`src/rtl/keypad_pkg.sv`:
```
// Shared definitions for the keypad matrix scanner: matrix geometry,
// scan-result encoding, debounce FSM states and small bit-counting helpers.
package keypad_pkg;

    localparam int ROWS  = 4;
    localparam int COLS  = 4;
    localparam int KEY_W = 4;
    localparam int ROW_W = 2;
    localparam int COL_W = 2;

    // Scan result is {none_flag, code}; the flag set means "no single key".
    localparam logic [KEY_W:0] NO_KEY = {1'b1, {KEY_W{1'b0}}};

    typedef enum logic [1:0] {
        IDLE     = 2'd0,
        DEBOUNCE = 2'd1,
        PRESSED  = 2'd2,
        RELEASE  = 2'd3
    } kp_state_t;

    // Number of set bits, saturated at 2 (only 0 / 1 / many matters).
    function automatic logic [1:0] hits_sat(input logic [COLS-1:0] v);
        logic [2:0] n;
        n = '0;
        for (int i = 0; i < COLS; i++) begin
            n = n + {2'b00, v[i]};
        end
        return (n >= 3'd2) ? 2'd2 : n[1:0];
    endfunction

    // Index of the lowest set bit (meaningful only when exactly one bit is set).
    function automatic logic [COL_W-1:0] low_idx(input logic [COLS-1:0] v);
        logic [COL_W-1:0] idx;
        idx = '0;
        for (int i = COLS - 1; i >= 0; i--) begin
            if (v[i]) begin
                idx = COL_W'(i);
            end
        end
        return idx;
    endfunction

endpackage

```
`src/rtl/sync_2ff.sv`:
```
// Two-flop synchroniser for the asynchronous column inputs. Resets to
// all-ones so an idle (pulled-up) matrix reads as "no key" from the start.
module sync_2ff
    import keypad_pkg::*;
#(
    parameter int W = COLS
) (
    input  logic         clk,
    input  logic         rst_n,
    input  logic [W-1:0] i_d,
    output logic [W-1:0] o_q
);

    logic [W-1:0] r_meta;
    logic [W-1:0] r_sync;

    // Two back-to-back flops; only r_sync is safe to use downstream.
    always_ff @(posedge clk or negedge rst_n) begin
        if (!rst_n) begin
            r_meta <= '1;
            r_sync <= '1;
        end else begin
            r_meta <= i_d;
            r_sync <= r_meta;
        end
    end

    assign o_q = r_sync;

endmodule

```
`src/rtl/keypad_matrix_scanner.sv`:
```
// 4x4 key matrix scanner: drives one row at a time, accumulates a full-scan
// result, debounces it over several scans and hands one key code per press
// to the consumer, held until acknowledged.
module keypad_matrix_scanner
    import keypad_pkg::*;
#(
    parameter int SCAN_DIV       = 16,
    parameter int DEBOUNCE_SCANS = 4
) (
    input  logic       clk,
    input  logic       rst_n,
    input  logic       ena,
    input  logic [3:0] col_sense,
    output logic [3:0] row_drive,
    output logic [3:0] key_code,
    output logic       key_valid,
    input  logic       key_ack,
    output logic       key_held,
    output logic       overrun
);

    localparam int DW = (SCAN_DIV > 1) ? $clog2(SCAN_DIV) : 1;
    localparam int CW = (DEBOUNCE_SCANS > 0) ? $clog2(DEBOUNCE_SCANS + 1) : 1;
    localparam logic [DW-1:0] DWELL_LAST = DW'(SCAN_DIV - 1);
    localparam logic [CW-1:0] CNT_ONE    = CW'(1);
    localparam logic [CW-1:0] CNT_LAST   = CW'(DEBOUNCE_SCANS);

    // Synchronised, active-high column hits
    logic [COLS-1:0]  w_cols;
    logic [COLS-1:0]  w_col_act;

    // Scan timer
    logic [ROW_W-1:0] r_row;
    logic [DW-1:0]    r_dwell;
    logic [ROWS-1:0]  r_row_drive;
    logic             w_sample;
    logic             w_scan_end;
    logic [ROW_W-1:0] w_row_next;

    // Per-scan accumulator
    logic [1:0]       r_hits;
    logic [KEY_W-1:0] r_cand;
    logic [1:0]       w_row_hits;
    logic [COL_W-1:0] w_row_col;
    logic [2:0]       w_tot_sum;
    logic [1:0]       w_tot;
    logic [KEY_W-1:0] w_tot_cand;
    logic [KEY_W:0]   w_scan_res;
    logic             w_res_none;
    logic [KEY_W-1:0] w_res_code;

    // Debounce FSM
    kp_state_t        r_state;
    logic [CW-1:0]    r_cnt;
    logic [CW-1:0]    w_cnt_inc;
    logic [KEY_W-1:0] r_code_q;
    logic             r_held;
    logic             w_event;
    logic [KEY_W-1:0] w_event_code;

    // Output register
    logic [KEY_W-1:0] r_key_code;
    logic             r_key_valid;
    logic             r_overrun;

    sync_2ff #(.W(COLS)) u_sync (
        .clk   (clk),
        .rst_n (rst_n),
        .i_d   (col_sense),
        .o_q   (w_cols)
    );

    assign w_col_act  = ~w_cols;
    assign w_sample   = ena && (r_dwell == DWELL_LAST);
    assign w_scan_end = w_sample && (r_row == ROW_W'(ROWS - 1));
    assign w_row_next = w_sample ? r_row + ROW_W'(1) : r_row;

    // Row dwell timer; row_drive follows the row it is about to scan so the
    // strobe and the row index change on the same edge.
    always_ff @(posedge clk or negedge rst_n) begin
        if (!rst_n) begin
            r_row       <= '0;
            r_dwell     <= '0;
            r_row_drive <= '1;
        end else if (!ena) begin
            r_row       <= '0;
            r_dwell     <= '0;
            r_row_drive <= '1;
        end else begin
            r_dwell     <= w_sample ? '0 : r_dwell + DW'(1);
            r_row       <= w_row_next;
            r_row_drive <= ~(ROWS'(1) << w_row_next);
        end
    end

    assign w_row_hits = hits_sat(w_col_act);
    assign w_row_col  = low_idx(w_col_act);
    assign w_tot_sum  = {1'b0, r_hits} + {1'b0, w_row_hits};
    assign w_tot      = (w_tot_sum >= 3'd2) ? 2'd2 : w_tot_sum[1:0];
    assign w_tot_cand = (w_row_hits == 2'd1) ? {r_row, w_row_col} : r_cand;
    assign w_scan_res = (w_tot == 2'd1) ? {1'b0, w_tot_cand} : NO_KEY;
    assign w_res_none = w_scan_res[KEY_W];
    assign w_res_code = w_scan_res[KEY_W-1:0];
    assign w_cnt_inc  = r_cnt + CNT_ONE;

    // Accumulate key hits across rows; the total is consumed at the row-3 sample.
    always_ff @(posedge clk or negedge rst_n) begin
        if (!rst_n) begin
            r_hits <= '0;
            r_cand <= '0;
        end else if (!ena) begin
            r_hits <= '0;
            r_cand <= '0;
        end else if (w_sample) begin
            if (w_scan_end) begin
                r_hits <= '0;
                r_cand <= '0;
            end else begin
                r_hits <= w_tot;
                r_cand <= w_tot_cand;
            end
        end
    end

    // A new press event fires only when a debounce run completes; returning
    // from RELEASE to PRESSED is the same press and stays silent.
    always_comb begin
        w_event      = 1'b0;
        w_event_code = r_code_q;
        if (w_scan_end && !w_res_none) begin
            case (r_state)
                IDLE: begin
                    if (DEBOUNCE_SCANS == 1) begin
                        w_event      = 1'b1;
                        w_event_code = w_res_code;
                    end
                end
                DEBOUNCE: begin
                    if ((w_res_code == r_code_q) && (w_cnt_inc == CNT_LAST)) begin
                        w_event = 1'b1;
                    end
                end
                default: ;
            endcase
        end
    end

    // Debounce FSM, stepped once per completed scan.
    always_ff @(posedge clk or negedge rst_n) begin
        if (!rst_n) begin
            r_state  <= IDLE;
            r_cnt    <= '0;
            r_code_q <= '0;
            r_held   <= 1'b0;
        end else if (!ena) begin
            r_state  <= IDLE;
            r_cnt    <= '0;
            r_code_q <= '0;
            r_held   <= 1'b0;
        end else if (w_scan_end) begin
            case (r_state)
                IDLE: begin
                    if (!w_res_none) begin
                        r_code_q <= w_res_code;
                        if (w_event) begin
                            r_state <= PRESSED;
                            r_cnt   <= '0;
                            r_held  <= 1'b1;
                        end else begin
                            r_state <= DEBOUNCE;
                            r_cnt   <= CNT_ONE;
                        end
                    end
                end
                DEBOUNCE: begin
                    if (w_res_none || (w_res_code != r_code_q)) begin
                        r_state <= IDLE;
                        r_cnt   <= '0;
                    end else if (w_event) begin
                        r_state <= PRESSED;
                        r_cnt   <= '0;
                        r_held  <= 1'b1;
                    end else begin
                        r_cnt <= w_cnt_inc;
                    end
                end
                PRESSED: begin
                    if (w_res_none) begin
                        if (DEBOUNCE_SCANS == 1) begin
                            r_state <= IDLE;
                            r_cnt   <= '0;
                            r_held  <= 1'b0;
                        end else begin
                            r_state <= RELEASE;
                            r_cnt   <= CNT_ONE;
                        end
                    end
                end
                RELEASE: begin
                    if (!w_res_none) begin
                        r_state <= PRESSED;
                        r_cnt   <= '0;
                    end else if (w_cnt_inc == CNT_LAST) begin
                        r_state <= IDLE;
                        r_cnt   <= '0;
                        r_held  <= 1'b0;
                    end else begin
                        r_cnt <= w_cnt_inc;
                    end
                end
                default: begin
                    r_state <= IDLE;
                    r_cnt   <= '0;
                    r_held  <= 1'b0;
                end
            endcase
        end
    end

    // Consumer handshake: load on event, drop (and flag) if the previous key
    // is still unacknowledged, clear on ack. Runs regardless of ena.
    always_ff @(posedge clk or negedge rst_n) begin
        if (!rst_n) begin
            r_key_code  <= '0;
            r_key_valid <= 1'b0;
            r_overrun   <= 1'b0;
        end else if (w_event) begin
            if (!r_key_valid || key_ack) begin
                r_key_code  <= w_event_code;
                r_key_valid <= 1'b1;
            end else begin
                r_overrun <= 1'b1;
            end
        end else if (key_ack && r_key_valid) begin
            r_key_valid <= 1'b0;
            r_overrun   <= 1'b0;
        end
    end

    assign row_drive = r_row_drive;
    assign key_code  = r_key_code;
    assign key_valid = r_key_valid;
    assign key_held  = r_held;
    assign overrun   = r_overrun;

endmodule

```
`config.mk`:
```
export PLATFORM = sky130hd
export DESIGN_NAME = keypad_matrix_scanner
export DESIGN_NICKNAME = d
export VERILOG_FILES = /design/src/rtl/keypad_pkg.sv /design/src/rtl/sync_2ff.sv /design/src/rtl/keypad_matrix_scanner.sv
export SDC_FILE = /design/constraint.sdc
export NUM_CORES = 1
export LEC_CHECK = 0
export BUFFER_PORTS_ARGS = -buffer_cell sky130_fd_sc_hd__buf_2
export CORE_UTILIZATION = 52
export DETAILED_ROUTE_END_ITERATION = 8
export GPL_TIMING_DRIVEN = 0
export PLACE_DENSITY = 0.74
export SYNTH_ARGS = -nofsm -noshare
export SYNTH_HDL_FRONTEND = slang
export SYNTH_SLANG_ARGS = --single-unit
```
`constraint.sdc`:
```
create_clock -name clk -period 3.89 [get_ports clk]
set_input_delay 0.778 -clock clk [delete_from_list [all_inputs] [get_ports clk]]
set_output_delay 0.778 -clock clk [all_outputs]
set_load 0.05 [all_outputs]
```
==> results of run 1 <==
[path summary, 6_finish.rpt]
check	to	slack, ns	cells past startpoint
min reg2reg	u_sync.o_q[3]	0.36	0
max	key_code[0]	-0.03	15
min in group asynchronous	key_code[1]	0.58	1
max in group asynchronous	r_state[1]	2.76	1
max reg2reg	key_code[0]	-0.03	15
min	u_sync.o_q[3]	0.36	0
[per-stage QoR]
| step | util, % | hold WS [ns] | cells |
|---|---|---|---|
| after floorplan | - | 0.3452 | 171 |
| after global placement | 60.63 | 0.3455 | 235 |
| after detailed placement | 60.63 | 0.3487 | 235 |
| after CTS | 66.38 | 0.3609 | 249 |
| after global routing | 67.47 | 0.3667 | 254 |
| final | 67.47 | 0.3592 | 254 |
[flip-flops by register name, summed over array words and instances (netlist names)]
name,cells
r_cnt,3
row_drive,4
r_cand,4
key_code,4
overrun,1
u_sync.o_q,4
r_hits,2
key_valid,1
u_sync.r_meta,4
r_dwell,4
r_code_q,4
key_held,1
r_state,2
r_row,2
[cell families (layout without fill, tap and decap cells)]
| group | after synthesis | in the layout | synth area share (%) |
|---|---|---|---|
| adders and majority gates | 9 | 9 | 6.615 |
| DFF | 40 | 40 | 52.66 |
| buffers and inverters | 10 | 47 | 1.946 |
| and+or+nand+nor | 64 | 64 | 18.55 |
| AOI/OAI and AO/OA | 32 | 32 | 11.16 |
| muxes | 11 | 11 | 6.810 |
| xor gates and xnor gates | 5 | 5 | 2.270 |
[Yosys cell counts, types with 2 or more instances]
cell | count | area, um2
dfrtp_1 | 28 | 700.7
nand2_1 | 21 | 78.83
nor2_1 | 13 | 48.80
dfstp_2 | 12 | 315.3
o21ai_0 | 12 | 60.06
inv_1 | 8 | 30.03
ha_1 | 7 | 87.58
mux2i_1 | 6 | 60.06
nand3_1 | 5 | 25.02
a21oi_1 | 4 | 20.02
mux2_4 | 4 | 60.06
nor2b_1 | 4 | 25.02
a22o_1 | 3 | 26.28
xnor2_1 | 3 | 26.28
and2_1 | 2 | 12.51
clkbuf_1 | 2 | 7.510
fa_1 | 2 | 40.04
nand2b_1 | 2 | 12.51
nor4_1 | 2 | 12.51
or3_1 | 2 | 12.51
xor2_1 | 2 | 17.52
[worst reg2reg max path: cells and delay by family (launching register included)]
kind                     cells  cell delay [ns]
multiplexers                 1             0.31
buffers and inverters        3             0.24
AND/OR/NAND/NOR              6             1.11
flip-flops                   1             0.56
adder cells (fa/ha/maj)      4             1.30
AO/OA/AOI/OAI                1             0.30
[layout make-up]
| type | instances | area [um2] |
|---|---|---|
| plain buffers | 2 | 7.507 |
| clock buffers | 8 | 90.09 |
| fillers | 258 | 1120 |
| inverters | 8 | 30.03 |
| multi-input cells | 121 | 944.7 |
| flip-flops and latches | 40 | 1016 |
| well taps | 46 | 57.56 |
| repair buffers | 29 | 176.4 |
[what timing repair did]
item / CTS / global route
setup endpoints to repair: 4 / 7
resized for setup: 14 / 0
setup buffers: 6 / 5
pin swaps: 9 / 8
[where the power goes]
group	internal [mW]	leakage [nW]	switching (mW)
registers	0.427	0.515	0.00493
logic	0.0371	0.530	0.0434
clock network	0.144	0.0455	0.133
total	0.609	1.09	0.181
[per-layer routing]
layer,vias up,track usage (%)
li1,669,-
met5,-,0
met4,0,7.267
met2,39,36.69
met1,693,25.21
met3,6,6.569
[cell usage in the layout (no fill, tap or decap), types with 3 or more instances in the layout]
| cell | netlist | final |
|---|---|---|
| clkbuf_8 | 0 | 6 |
| nor2_1 | 13 | 12 |
| buf_4 | 0 | 10 |
| dfrtp_1 | 28 | 28 |
| mux2i_1 | 6 | 6 |
| clkbuf_1 | 2 | 4 |
| inv_1 | 8 | 5 |
| a22o_1 | 3 | 3 |
| mux2_4 | 4 | 4 |
| inv_2 | 0 | 3 |
| nor2b_1 | 4 | 3 |
| a21oi_1 | 4 | 4 |
| ha_4 | 0 | 3 |
| buf_2 | 0 | 18 |
| nand3_1 | 5 | 4 |
| o21ai_0 | 12 | 12 |
| nand2_1 | 21 | 21 |
| ha_1 | 7 | 4 |
| xnor2_1 | 3 | 3 |
| dfstp_2 | 12 | 12 |
==> metrics, run 1 <==
final WL=3816 um; Die Ht=about 63 um; Synth Flop Type=dfrtp_1; Hold Startpoint=u_sync.r_meta[3]; Initial Util=56.05%; drt pass-1 iters=4; post-synthesis cell type count=48; relative slew slack=33.78%; CTS H-tree lvls=2; I/O Pins=19; highest routed metal layer=met4; Tightest Pin Transition=around 1 ns; DR WL met2=1949 um; ys async rst share=between 90% and 100%; maxcap violations=0; Longest Clk Path Bufs=2; placed instance area=0.002087 mm2; number of global-route vias before repair=1437; required time worst endpoint=4.07 ns; worst slack at placement=-0.2484 ns; CTS Hold Buffers Added=0; drt wl/cell=15.02 um; first-pass GRT wire length=6534 um; crit path DAT=between 4 and 5 ns; CTS tree=built; DIE AREA=~0.0040 mm2; peak supply drop=0.2616 mV; WL met3=187 um; syn nets=approximately 190; DR vias/cell=5.539; layout cells sized above 1=34.13%; max frequency=between 0.2 and 0.3 GHz; Layout Area Growth over Synthesis=20.36%; setup ws final=-0.02932 ns; area of the core=around 0.0034 mm2; total power=between 0.7 and 0.8 mW; Tmin final=3.919 ns; GR Overflow Total=0; Residual DRC=0; num rows=21; Layout Nets=224; failing checks=negative setup slack; status=finished with violations; Clock transition at path regs=0.07 ns; number of synthesized flops with an enable pin=0; via count=~1400; crit path cell chain=fa_1 -> inv_2 -> ha_4 -> inv_2 -> ha_4 -> buf_6 -> nor2b_4 -> fa_2 -> nand3_4 -> nor2_4 -> nand2_1 -> a211o_1 -> or4_4 -> nor2_8 -> mux2_4; crit path capture type=flip-flop; CP Max Fanout=4; die span in x=62.91 um; DRT iter0 DRCs=65; initial antenna violation count=0; fin area=0.002322 mm2; placer congestion estimate=approximately 0.76; worst min-delay path category=flip-flop to flip-flop; crit path max-delay cell type=or4_4; critical path class=flip-flop to flip-flop; crit path launch type=flip-flop; final hold vios=0; Yosys Warn Count=0; hpwl dp=2472 um; sequential-to-total area share from yosys stat=52.66%; leakage power figure=1.090 nW; fin. max-slew vios=0; CTS Root Cell=clkbuf_8; Worst Path Buf+Inv=3; pin count of the biggest net entering global routing=41; period utilization=100.8%; Reg-to-Reg Start=u_sync.o_q[3]; cell family contributing the most delay on the critical path=adder cells; Port Buf Inserts=18; Mapped Avg Cell Area=approximately 11 um2; M1 wire length=1623 um; RSZ-0062 raised after global routing=yes; pwr dens=340.2 mW/mm2; Num Clock Sinks=40; ant diodes=0; antenna viol nets, final=0; TNS Setup=-0.1075 ns; mapped cell area=approximately 0.0019 mm2; max incr delay on CP=0.59 ns; Synth Register Bits=40; Num CTS Buffers=5; Global Route Usage Sum=between 20% and 30%; setup violators final=4; cells after synthesis=between 150 and 200; Skew-Pair Late Insertion Delay=0.29 ns; Setup Skew=around 0.0068 ns; Worst Setup SP=u_sync.o_q[3]
(Power assumes the default switching activity.)
==> run 2, diff against run 1 <==
- ABC_AREA: default -> 1
- CORE_UTILIZATION: 52 -> 49
- PLACE_DENSITY: 0.74 -> 0.7
==> run 2 against run 1 <==
- the flow now finishes without violations
- count of clock-buffer cells in the layout decreased by 2
- sequential power increased by 4%
- fmax increased by 9.2%
- critical path depth increased by 7
- clock skew decreased by 0.0021 ns
- global-route usage decreased by 1.9 points
- wire length increased by 0.92%
- worst hold slack about the same
- non-clock buffer count decreased by 11
- synthesized cell count increased by 51%
- register-to-register slack improved by 0.33 ns
==> metrics, run 2 <==
number of synthesized flops with an enable pin=0; Skew-Pair Late Insertion Delay=~0.3 ns; DIE AREA=0.004724 mm2; number of global-route vias before repair=1524; Tmin final=3.590 ns; largest cells by area after synthesis=dfrtp_1 (32%), dfstp_2 (14%), nand2_1 (11%); Yosys top cell by area=dfrtp_1; peak supply drop=0.1799 mV; Longest Clk Path Bufs=2; most common cell in the netlist=nand2_1; drt wl/cell=11.53 um; num rows=23; relative slew slack=42.68%; placer congestion estimate=approximately 0.82; Initial Util=52.66%; mux contribution to synthesized area=0%; Setup Skew=0.004693 ns; Multi-input gate area=987.2 um2; RSZ-0062 raised after global routing=no; Mapped Avg Cell Area=approximately 8.5 um2; die span in x=just under 70 um; Gates resized, CTS repair=0; I/O Pins=19; ys async rst share=100.0%; simple-gate portion of the synthesized area=31.08%; Tightest Pin Transition=0.8598 ns; CP Max Fanout=10; compound-gate portion of the synthesized area=7.511%; CTS Root Cell=clkbuf_8; crit path DAT=3.78 ns; Synth Flop Type=dfrtp_1; CTS Hold Buffers Added=0; post-synthesis cell type count=29; syn nets=275; Synth Register Bits=40; first-pass GRT wire length=6610 um; cells after synthesis=258; critical path class=flip-flop to flip-flop; maxcap violations=0; Port Buf Inserts=18; required time worst endpoint=approximately 4.1 ns; Post-synth top cells=nand2_1 (63), inv_1 (38), dfrtp_1 (28), nand2_2 (18), nor2_1 (18); pwr dens=377.7 mW/mm2; sequential-to-total area share from yosys stat=46.56%; final hold vios=0; mapped cell area=0.002182 mm2; Layout Area Growth over Synthesis=12.56%; top cell type's share of synthesized area=32.11%; cell family contributing the most delay on the critical path=adder cells; CTS H-tree lvls=2; area taken by flip-flops and latches=about 0.0010 mm2; antenna viol nets, final=0; DR vias/cell=about 5; setup violators final=0; setup bufs post-CTS=0; CP most frequent cell=inv_1; CTS tree=built; GR Overflow Total=0; most frequent cells in the layout=nand2_1 (63), inv_1 (38), dfrtp_1 (28); Residual DRC=0; Clock transition at path regs=0.08 ns; initial antenna violation count=0; area of the core=0.004144 mm2; period utilization=slightly above 90%; DRT iter0 DRCs=52; Die Ht=68.73 um; total power=0.9277 mW; drt pass-1 iters=4; Num Clock Sinks=40; crit path capture type=flip-flop; Worst Path Buf+Inv=5; fin. max-slew vios=0; main combinational cell family by area after synthesis=simple AND/OR/NAND/NOR gates; layout cells sized above 1=26.76%; ant diodes=0; Adder-Cell Fraction of Synth Area=5.849%; crit path launch type=flip-flop; worst min-delay path category=flip-flop to flip-flop; Layout Nets=300; TNS Setup=0 ns; via count=1676; pin count of the biggest net entering global routing=41; max frequency=~0.28 GHz; Layout fillers=401; Num CTS Buffers=5; final WL=3851 um; Yosys Warn Count=0; hpwl dp=2867 um; max incr delay on CP=0.53 ns; Global Route Usage Sum=19.47%; leakage power figure=about 1.2 nW; crit path max-delay cell type=fa_1; leading cell type in the layout, fill and taps excluded=nand2_1; XOR/XNOR share of the synthesized area=less than 1%; crit path cell chain=fa_1 -> inv_1 -> ha_1 -> inv_1 -> ha_1 -> nand2_2 -> inv_1 -> ha_1 -> inv_1 -> fa_1 -> nand2_2 -> nor2_4 -> buf_6 -> nand3_1 -> nand2_1 -> nand2_1 -> nor2_4 -> nand3_2 -> nor2_2 -> nand2_2 -> nand2_1 -> o21ai_1; status=finished, final reports clean
run 2: cell count changes after synthesis, moves of 4 or more:
cell | before | now
inv_1 | 8 | 38
mux2_4 | 4 | 0
mux2i_1 | 6 | 0
nand2_1 | 21 | 63
nand2_2 | 0 | 18
nand3_1 | 5 | 17
nor2_1 | 13 | 18
nor2_4 | 0 | 6
nor2b_1 | 4 | 0
o21ai_0 | 12 | 8
o21ai_1 | 0 | 4
o22ai_1 | 0 | 6
run 2: routing by layer:
metal	vias to the layer above	part of all wire (%)	track usage, %
met5	-	0	0
met1	789	49	24.92
li1	857	-	-
met3	7	3.1	5.428
met4	0	1.5	6.122
met2	23	47	31.86
run 2: final cells by class:
cell class | instances | area share, %
flip-flops and latches | 40 | 41.37
multi-input cells | 174 | 40.19
well taps | 50 | 2.547
clock buffers | 6 | 3.362
inverters | 42 | 6.623
plain buffers | 2 | 0.6623
repair buffers | 18 | 3.668
clock inverters | 2 | 1.579
run 2: report_power, final:
part           internal [mW]  total, mW  switching (mW)
Clock                  0.210      0.363           0.153
Sequential             0.434      0.450          0.0164
Combinational         0.0378      0.115          0.0769
run 2: cell families (layout without fill, tap and decap cells):
kind of cell | Yosys count | in the layout
xor gates and xnor gates | 2 | 2
and+or+nand+nor | 136 | 136
DFF | 40 | 40
buffers and inverters | 44 | 70
AOI/OAI and AO/OA | 27 | 27
adders and majority gates | 9 | 9
run 2: worst paths after layout:
path / slack [ns] / start / endpoint / depth (start not counted)
worst max-delay path: 0.30 / u_sync.o_q[0] / key_code[0] / 22
worst min-delay path: 0.36 / u_sync.r_meta[2] / u_sync.o_q[2] / 0
worst max register to register: 0.30 / u_sync.o_q[0] / key_code[0] / 22
worst min register to register: 0.36 / u_sync.r_meta[2] / u_sync.o_q[2] / 0
max in group asynchronous: 2.77 / rst_n / r_state[1] / 1
min in group asynchronous: 0.59 / rst_n / key_code[0] / 1
run 2: stage by stage:
| step | setup WS [ns] | utilization (%) | hold WS (ns) | area (um2) | instances |
|---|---|---|---|---|---|
| after floorplan | 0.5936 | - | 0.3452 | 2182 | 258 |
| after global placement | 0.3280 | 56.34 | 0.3458 | 2335 | 326 |
| after detailed placement | 0.2780 | 56.34 | 0.3501 | 2335 | 326 |
| after CTS | 0.2527 | 59.27 | 0.3602 | 2456 | 334 |
| after global routing | 0.008530 | 59.27 | 0.3630 | 2456 | 334 |
| final | 0.2999 | 59.27 | 0.3590 | 2456 | 334 |
==> run 3, diff against run 2 <==
- CORE_MARGIN: default -> 8
- CTS_CLUSTER_DIAMETER: default -> 50
- SETUP_SLACK_MARGIN: default -> 0.5
==> run 3 against run 2 <==
- global-route usage decreased by 4.6 points
- fmax rose by 3.6%
- setup slack improved by 0.12 ns
- clock skew shrank 0.0029 ns
- critical path depth increased by 1
- register-to-register slack better by 0.12 ns
- via count is 3.6% higher
- critical path type unchanged
- largest cell class is now multi-input gates
==> metrics, run 3 (synthesized netlist as in run 2, its figures left out) <==
crit path max-delay cell type=dfstp_2; Worst Setup SP=u_sync.o_q[1]; Skew-Pair Late Insertion Delay=0.29 ns; worst slack at placement=0.2803 ns; die span in x=82.73 um; final WL=4402 um; leakage power figure=1.283 nW; relative slew slack=between 40 and 50%; critical path class=flip-flop to flip-flop; Clock transition at path regs=0.08 ns; status=finished, final reports clean; Residual DRC=0; ant diodes=0; Port Buf Inserts=18; placer congestion estimate=around 0.9; leading cell type in the layout, fill and taps excluded=nand2_1; setup violators final=0; CTS H-tree lvls=2; Num CTS Buffers=5; I/O Pins=19; RSZ-0062 raised after global routing=yes; Setup Skew=around 0.0018 ns; period utilization=89.09%; num rows=24; Longest Clk Path Bufs=2; worst min-delay path category=flip-flop to flip-flop; CTS tree=built; maxcap violations=0; GR Overflow Total=0; crit path launch type=flip-flop; hpwl dp=2983 um; drt wl/cell=around 13 um; peak supply drop=0.2299 mV; crit path DAT=3.66 ns; layout cells sized above 1=about two fifths; Layout fillers=384; initial antenna violation count=0; Layout Area Growth over Synthesis=25.86%; Multi-input gate area=roughly 0.0011 mm2; area of the core=0.004324 mm2; TNS Setup=0 ns; Die Ht=about 83 um; Num Clock Sinks=40; max frequency=0.2885 GHz; CP most frequent cell=nand2_2; drt pass-1 iters=4; Layout Nets=313; fin. max-slew vios=0; fin area=0.002746 mm2; DIE AREA=0.006844 mm2; pwr dens=351.5 mW/mm2; Worst Path Buf+Inv=7; Global Route Usage Sum=between 10% and 20%; CTS Root Cell=clkbuf_8; placed insts=328; first-pass GRT wire length=7983 um; setup ws final=0.4243 ns; DRT iter0 DRCs=92; cell family contributing the most delay on the critical path=adder cells; most frequent cells in the layout=nand2_1 (58), inv_1 (33), dfrtp_1 (28); DR vias/cell=approximately 5; crit path capture type=flip-flop; post-route insts no fill=around 350; Reg-to-Reg Start=u_sync.o_q[1]; Tightest Pin Transition=0.8949 ns; Hold Startpoint=u_sync.r_meta[3]; area taken by flip-flops and latches=0.001016 mm2; placed instance area=roughly 0.0023 mm2; number of global-route vias before repair=between 1500 and 2000; via count=1736; pin count of the biggest net entering global routing=41; antenna viol nets, final=0; required time worst endpoint=4.08 ns; crit path cell chain=fa_1 -> inv_2 -> ha_4 -> inv_4 -> ha_4 -> buf_4 -> inv_2 -> nor2_2 -> fa_1 -> nand2_2 -> nor2_4 -> buf_8 -> nand2_4 -> nand2_2 -> nand2_4 -> inv_2 -> nand2_2 -> nor2_4 -> nand2_2 -> nand2_1 -> inv_1 -> o21bai_1 -> nand2_1; Initial Util=50.46%; CP Max Fanout=5; Tmin final=approximately 3.5 ns; max incr delay on CP=0.55 ns; total power=0.9655 mW; final hold vios=0
run 3: changes by cell type in the layout (fill, tap and decap cells not counted), sizes merged:
cell	previous run	this run
buf	20	33
run 3: final cells by class:
cell class / count / share of cell area [%]
well taps: 52 / 2.369
inverters: 42 / 6.014
clock inverters: 2 / 1.412
flip-flops and latches: 40 / 36.99
clock buffers: 6 / 3.007
plain buffers: 2 / 0.7289
multi-input cells: 174 / 41.32
repair buffers: 31 / 8.155
run 3: worst paths after layout:
check / endpoint / slack [ns] / depth (start not counted)
worst max-delay path: key_held / 0.42 / 23
worst min-delay path: u_sync.o_q[3] / 0.36 / 0
worst max register to register: key_held / 0.42 / 23
worst min register to register: u_sync.o_q[3] / 0.36 / 0
max in group asynchronous: key_code[1] / 2.73 / 1
min in group asynchronous: r_dwell[0] / 0.59 / 1
run 3: worst register-to-register path, stage by stage, from the launching register on:
cell and delay [ns]:
dfstp_2 0.55, fa_1 0.42, inv_2 0.08, ha_4 0.13
inv_4 0.03, ha_4 0.15, buf_4 0.14, inv_2 0.04
nor2_2 0.03, fa_1 0.52, nand2_2 0.08, nor2_4 0.21
buf_8 0.18, nand2_4 0.06, nand2_2 0.07, nand2_4 0.06
inv_2 0.05, nand2_2 0.06, nor2_4 0.16, nand2_2 0.07
nand2_1 0.06, inv_1 0.04, o21bai_1 0.11, nand2_1 0.06
run 3: per-stage QoR:
step	utilization [%]	hold slack, ns
floorplan	-	0.3452
finish	63.51	0.3576
global route	63.51	0.3625
detailed placement	54.05	0.3468
CTS	61.57	0.3583
global placement	54.05	0.3459
run 3: repair_timing:
action / in CTS / in global routing
hold buffers: 0 / 0
pin swaps: 17 / 15
buffers inserted: 9 / 3
resized for setup: 25 / 18
gates cloned: 1 / 0
setup endpoints to repair: 14 / 16
run 3: power breakdown:
part	internal [mW]	total, mW	switching (mW)
registers	0.434	0.450	0.0164
clock network	0.210	0.358	0.148
logic	0.0624	0.158	0.0954
total	0.706	0.965	0.260
run 3: layer usage:
| layer | GRT usage, % | part of all wire (%) | vias up | routed length (um) |
|---|---|---|---|---|
| li1 | - | - | 887 | - |
| met1 | 18.31 | 47 | 828 | 2052 |
| met2 | 24.63 | 49 | 17 | 2169 |
| met3 | 3.896 | 3.0 | 4 | 132 |
| met4 | 4.828 | 1.1 | 0 | 48 |
| met5 | 0 | 0 | - | 0 |
